File: src/rtl/vx_instret_counter_pkg.sv
// Shared CSR definitions for the commit-to-CSR counter block.
//   - csr_sel_e   : selector encoding for the 32-bit counter halves
//   - calc_size_w : width of the per-cycle thread-commit count, shared with
//                   the commit stage so both ends agree on the bus width
//   - sel_half    : picks the addressed 32-bit half of mcycle/minstret
package vx_instret_counter_pkg;

  typedef enum logic [1:0] {
    CSR_SEL_CYCLE_LO   = 2'd0,
    CSR_SEL_CYCLE_HI   = 2'd1,
    CSR_SEL_INSTRET_LO = 2'd2,
    CSR_SEL_INSTRET_HI = 2'd3
  } csr_sel_e;

  localparam int CNT_W  = 64;
  localparam int HALF_W = 32;

  // Enough bits to hold every thread of every commit source retiring at once.
  function automatic int calc_size_w(input int num_units, input int num_threads);
    return $clog2(num_units * num_threads + 1);
  endfunction

  function automatic logic [HALF_W-1:0] sel_half(
    input logic [CNT_W-1:0] cycle,
    input logic [CNT_W-1:0] instret,
    input csr_sel_e         sel
  );
    logic [HALF_W-1:0] half;
    half = '0;
    case (sel)
      CSR_SEL_CYCLE_LO:   half = cycle[HALF_W-1:0];
      CSR_SEL_CYCLE_HI:   half = cycle[CNT_W-1:HALF_W];
      CSR_SEL_INSTRET_LO: half = instret[HALF_W-1:0];
      CSR_SEL_INSTRET_HI: half = instret[CNT_W-1:HALF_W];
      default:            half = '0;
    endcase
    return half;
  endfunction

endpackage

File: src/rtl/vx_instret_counter_counter64.sv
// 64-bit free-running counter with a variable increment, an increment
// enable and a 32-bit half-write port.
// Ports:
//   clk      : clock, rising edge
//   reset    : asynchronous active-low reset, clears the count
//   en       : add inc this cycle (ignored when a write is present)
//   inc      : increment amount, already zero-extended by the caller
//   wr_en    : half-write strobe, takes priority over the increment
//   wr_hi    : 1 = replace bits [63:32], 0 = replace bits [31:0]
//   wr_data  : write data for the addressed half
//   count    : current counter value (register output)
module vx_instret_counter_counter64
  import vx_instret_counter_pkg::*;
(
  input  logic              clk,
  input  logic              reset,
  input  logic              en,
  input  logic [CNT_W-1:0]  inc,
  input  logic              wr_en,
  input  logic              wr_hi,
  input  logic [HALF_W-1:0] wr_data,
  output logic [CNT_W-1:0]  count
);

  // A half-write leaves the other half untouched and generates no carry;
  // the increment is dropped for that cycle. Wraps silently mod 2^64.
  always_ff @(posedge clk or negedge reset) begin
    if (!reset) begin
      count <= '0;
    end else if (wr_en) begin
      if (wr_hi) count[CNT_W-1:HALF_W] <= wr_data;
      else       count[HALF_W-1:0]     <= wr_data;
    end else if (en) begin
      count <= count + inc;
    end
  end

endmodule

File: src/rtl/vx_instret_counter.sv
// CSR-side receiver of the commit-to-CSR channel. Registers the commit
// stage's {valid, size} pair, accumulates retired-thread counts into a
// 64-bit minstret, runs the 64-bit mcycle counter and serves 32-bit CSR
// reads/writes of both counters' halves.
// Ports:
//   clk, reset        : clock; asynchronous active-low reset
//   cmt_valid/size    : commit-to-CSR channel (size ignored when !valid)
//   inhibit_cy/ir     : freeze mcycle / minstret increments
//   csr_wr_*          : half-write strobe, selector, data
//   csr_rd_valid/sel  : read request
//   csr_rd_rsp_valid  : one-cycle read response strobe
//   csr_rd_data       : read data (holds between responses)
//   cycle_o/instret_o : current counter values
module vx_instret_counter
  import vx_instret_counter_pkg::*;
#(
  parameter  int CORE_ID     = 0,
  parameter  int NUM_THREADS = 4,
  parameter  int NUM_UNITS   = 7,
  localparam int SIZE_W      = calc_size_w(NUM_UNITS, NUM_THREADS)
) (
  input  logic              clk,
  input  logic              reset,
  input  logic              cmt_valid,
  input  logic [SIZE_W-1:0] cmt_size,
  input  logic              inhibit_cy,
  input  logic              inhibit_ir,
  input  logic              csr_wr_valid,
  input  logic [1:0]        csr_wr_sel,
  input  logic [31:0]       csr_wr_data,
  input  logic              csr_rd_valid,
  input  logic [1:0]        csr_rd_sel,
  output logic              csr_rd_rsp_valid,
  output logic [31:0]       csr_rd_data,
  output logic [63:0]       cycle_o,
  output logic [63:0]       instret_o
);

  // CORE_ID only tags debug traces; keep it referenced for lint.
  logic [31:0] unused_core_id;
  assign unused_core_id = CORE_ID;

  logic [SIZE_W-1:0] s_size;
  logic [CNT_W-1:0]  s_size_ext;
  logic              wr_cycle;
  logic              wr_instret;
  logic [HALF_W-1:0] rd_half;

  // ---- input stage: register the commit channel ----
  always_ff @(posedge clk or negedge reset) begin
    if (!reset) s_size <= '0;
    else        s_size <= cmt_valid ? cmt_size : '0;
  end

  assign s_size_ext = {{(CNT_W-SIZE_W){1'b0}}, s_size};

  // Selector bit 1 picks the counter, bit 0 picks the half.
  assign wr_cycle   = csr_wr_valid && !csr_wr_sel[1];
  assign wr_instret = csr_wr_valid &&  csr_wr_sel[1];

  // ---- counter stage ----
  vx_instret_counter_counter64 u_mcycle (
    .clk     (clk),
    .reset   (reset),
    .en      (!inhibit_cy),
    .inc     (64'd1),
    .wr_en   (wr_cycle),
    .wr_hi   (csr_wr_sel[0]),
    .wr_data (csr_wr_data),
    .count   (cycle_o)
  );

  // Pending s_size is discarded when inhibited or overwritten, never deferred.
  vx_instret_counter_counter64 u_minstret (
    .clk     (clk),
    .reset   (reset),
    .en      (!inhibit_ir),
    .inc     (s_size_ext),
    .wr_en   (wr_instret),
    .wr_hi   (csr_wr_sel[0]),
    .wr_data (csr_wr_data),
    .count   (instret_o)
  );

  // ---- read response stage ----
  // Counters are sampled before this edge's update, so a same-cycle
  // read and write of one half returns the old value.
  assign rd_half = sel_half(cycle_o, instret_o, csr_sel_e'(csr_rd_sel));

  always_ff @(posedge clk or negedge reset) begin
    if (!reset) begin
      csr_rd_rsp_valid <= 1'b0;
      csr_rd_data      <= '0;
    end else begin
      csr_rd_rsp_valid <= csr_rd_valid;
      if (csr_rd_valid) csr_rd_data <= rd_half;
    end
  end

endmodule
File: config.mk
export PLATFORM = sky130hd
export DESIGN_NAME = vx_instret_counter
export DESIGN_NICKNAME = d
export VERILOG_FILES = /design/src/rtl/vx_instret_counter_pkg.sv /design/src/rtl/vx_instret_counter_counter64.sv /design/src/rtl/vx_instret_counter.sv
export SDC_FILE = /design/constraint.sdc
export NUM_CORES = 1
export LEC_CHECK = 0
export BUFFER_PORTS_ARGS = -buffer_cell sky130_fd_sc_hd__buf_2
export CORE_MARGIN = 10
export CORE_UTILIZATION = 50
export CTS_BUF_LIST = sky130_fd_sc_hd__clkbuf_2 sky130_fd_sc_hd__clkbuf_4 sky130_fd_sc_hd__clkbuf_8
export DETAILED_ROUTE_END_ITERATION = 12
export HOLD_SLACK_MARGIN = 0.08
export PLACE_DENSITY_LB_ADDON = 0.05
export SETUP_SLACK_MARGIN = 0.05
export SYNTH_ARGS = -nofsm -noshare
export SYNTH_HDL_FRONTEND = slang
export SYNTH_SLANG_ARGS = --single-unit
File: constraint.sdc
create_clock -name clk -period 2.8 [get_ports clk]
set_input_delay 0.42 -clock clk [delete_from_list [all_inputs] [get_ports clk]]
set_output_delay 0.42 -clock clk [all_outputs]
set_load 0.05 [all_outputs]
==> flow_metrics.py <==
metrics = {
    "finish": {
        "fin_cells": 1759,
        "nNetsFinal": 1525,
        "stdcell_area_mm2": 0.01322,
        "final_util_pct": 62.68,
        "drive_above_1_share_pct": 31.63,
        "area_growth_pct": 23.31,
    },
    "grt": {
        "overflow": 0,
        "grtUsageTotal_pct": 32.75,
        "grt_start_max_net_pins": 57,
        "grt_pass1_wl_mm": 70.77,
        "grt_pass1_vias": 11170,
        "antenna_found_initial": 2,
    },
    "clocking": {
        "cts_buffer_depth": 2,
        "cts.sinks": 166,
        "cts_root_buffer": "clkbuf_8",
        "cts_tree": "built",
        "cts_buffers": 17,
        "htree_levels": 4,
        "clk_latency_ps": 490,
        "path_clk_slew_ps": 110,
    },
    "logic_synthesis": {
        "yosysTopAreaCell": "dfrtp_1",
        "ys_ff_latch": 166,
        "avgSynthCellArea_um2": 8.873,
        "synth_area_mm2": 0.01072,
        "synth_top_area_share_pct": 38.75,
        "synthDistinctLibCells": 72,
        "synth_edf_count": 0,
        "synth.net_count": 1263,
        "async_reset_ff_share_pct": 100.0,
        "seq_area_frac_synth_pct": 38.75,
        "synth_area_leaders": "dfrtp_1 (39%), mux4_2 (6.5%), a21oi_1 (5.6%), nor2_1 (4.1%), nand2_1 (3.9%)",
        "yosys_warnings": 0,
        "ys.flop_type": "dfrtp_1",
        "synth_cells": 1208,
    },
    "timing": {
        "drv_slew": 0,
        "period_needed_ps": 2605,
        "slew_headroom_pct": 45.56,
        "setup_viol": 0,
        "fmax_mhz": 383.8,
        "setup-tns-final_ps": 0,
        "grt_setup_unrepaired": "no",
        "hold_violations": 0,
        "setup_ws_ps": 194.6,
        "worst_pin_slew_ps": 816.6,
        "finalCritPeriodShare_pct": 93.05,
        "whs_ps": 142.1,
        "clock_skew_ps": 18.79,
    },
    "setup_path": {
        "path_cells": "ha_4, nand4_1, or4_4, or4_4, buf_4, nor4_4, nor3_1, a311oi_1",
        "path_depth": 8,
        "worstRegToRegCells": 8,
        "crit_slowest_cell": "or4_4",
        "critical_path_class": "reg -> reg",
        "timing.critical_path.mode_cell": "or4_4",
        "worst-path-buf-inv": 1,
        "cp-end-kind": "flop",
        "worstSetupStartpointType": "flop",
        "cpPeakStageDelay_ps": 500,
        "arrival_ps": 2990,
        "cp_top_family": "simple AND/OR/NAND/NOR gates",
        "crit_fanout": 7,
        "worstPathRequired_ps": 3190,
    },
    "floorplan": {
        "core_area_mm2": 0.02109,
        "die_h_um": 166.4,
        "initial_core_util_pct": 50.83,
        "fp.dieArea_mm2": 0.02769,
        "die_w_um": 166.4,
        "pin_count": 209,
        "rows": 53,
    },
    "place": {
        "place_ws_ps": 67.41,
        "place.gp.congestion": 0.9753,
        "dp_cells": 1721,
        "placed_cell_area_mm2": 0.01276,
        "dp_hpwl_mm": 36.11,
        "portBuffers": 208,
    },
    "drt": {
        "drtIter0Drc": 1925,
        "via_count": 11840,
        "viasPerCell": 6.732,
        "ant_nets": 0,
        "drt-pass1-iter-count": 5,
        "post_drt_wl_per_cell_um": 26.86,
        "drc_errors": 0,
        "wl_mm": 47.25,
    },
    "power": {
        "seqPwrFrac_pct": 34.2,
        "p_leak_nw": 5.527,
        "p_comb_share_pct": 48.3,
        "p_per_area_mw_per_mm2": 789.0,
        "clock_power_share_pct": 17.5,
        "p_int_mw": 5.160,
        "swShare_pct": 50.52,
        "vdd_ir_drop_max_mv": 0.5909,
        "power_mw": 10.43,
        "power.switching_mw": 5.269,
    },
    "job": {
        "drv_cap": 0,
    },
    "min_path": {
        "hold_class": "in -> reg",
        "min_path_cells": 2,
    },
    "run_status": {
        "status": "complete, no violations",
    },
}
per-layer routing:
layer,track usage [%],vias to the layer above,wire length (um),share of wire [%]
met5,0,-,0,0
met4,13.13,0,2083,4.4
met3,7.837,140,5534,12
met2,49.61,827,21240,45
met1,44.27,5730,18390,39
li1,-,5144,-,-
cells in the mapped netlist, drive strengths merged (8+ instances only):
cell type  instances
o22a              22
and3              35
inv               13
buf               14
nor4              21
nand4             37
or3               18
nand3             63
o22ai             27
and2              12
o21ai             56
a31oi             23
o211ai             8
o21a              12
nor2             116
a211oi            10
a2bb2oi           13
nand2            110
mux2              33
nor3b              9
and4               9
nand2b            12
dfrtp            166
or4               13
mux4              32
clkbuf            69
a311oi            14
a21oi            119
nor3              39
state kept, by name, summed over array words and instances (netlist names):
signal            count
u_mcycle.count       64
csr_rd_data          32
u_minstret.count     64
s_size                5
csr_rd_rsp_valid      1
kinds of logic (layout without fill, tap and decap cells):
group,Yosys count,after routing,share of synthesized area (%)
flip-flops,166,166,38.75
adder cells (fa/ha/maj),7,7,0.8871
buffers and inverters,96,371,3.455
AO/OA/AOI/OAI,355,355,21.30
AND/OR/NAND/NOR,508,508,24.41
XOR/XNOR,5,5,0.4086
multiplexers,71,71,10.79
other,0,1,0
repair_timing:
action	CTS	global route
pin swaps	1	1
endpoints found under the setup margin	1	18
hold buffers	1	0
buffers inserted	0	4
endpoints found under the hold margin	52	0
resized for setup	0	7
cell usage in the layout, fill, tap and decap left out, types with 16 or more instances in the layout:
cell      instances
nor3_1           38
dfrtp_2          16
o21ai_0          56
and3_1           35
o22a_1           22
nand3_1          61
buf_4           111
mux2_2           33
nor4_1           18
mux4_2           31
o22ai_1          27
nand4_1          35
buf_2           207
a21oi_1         118
clkbuf_8         18
a31oi_1          23
nand2_1         109
dfrtp_1         150
nor2_1          116
or3_1            18
power groups by stage:
stage	clock network (mW)	registers, mW	logic, mW
detailed placement	0	3.59	4.96
floorplan	0	5.29	1.44
CTS	1.83	3.53	4.98
global placement	0	3.56	4.94
global route	1.94	3.63	5.27
finish	1.83	3.56	5.03
final timing paths:
check                                   from  slack (ps)                 end
max in group asynchronous              reset        1480  u_mcycle.count[23]
setup / recovery           u_mcycle.count[0]         190  u_mcycle.count[54]
hold / removal                   cmt_size[3]         140           s_size[3]
hold reg to reg              csr_rd_data[17]         520     csr_rd_data[17]
min in group asynchronous              reset         460  u_mcycle.count[36]
setup reg to reg           u_mcycle.count[0]         190  u_mcycle.count[54]
layout make-up:
cell class              count  area, um2
diodes                      1      2.502
multi-input cells         946       6251
inverters                  13      48.80
fillers                  1895       7870
flip-flops and latches    166       4174
well taps                 275      344.1
repair buffers            326       2011
clock buffers              18      247.7
clock inverters            14      138.9
Power figures use the tool's default switching activity.
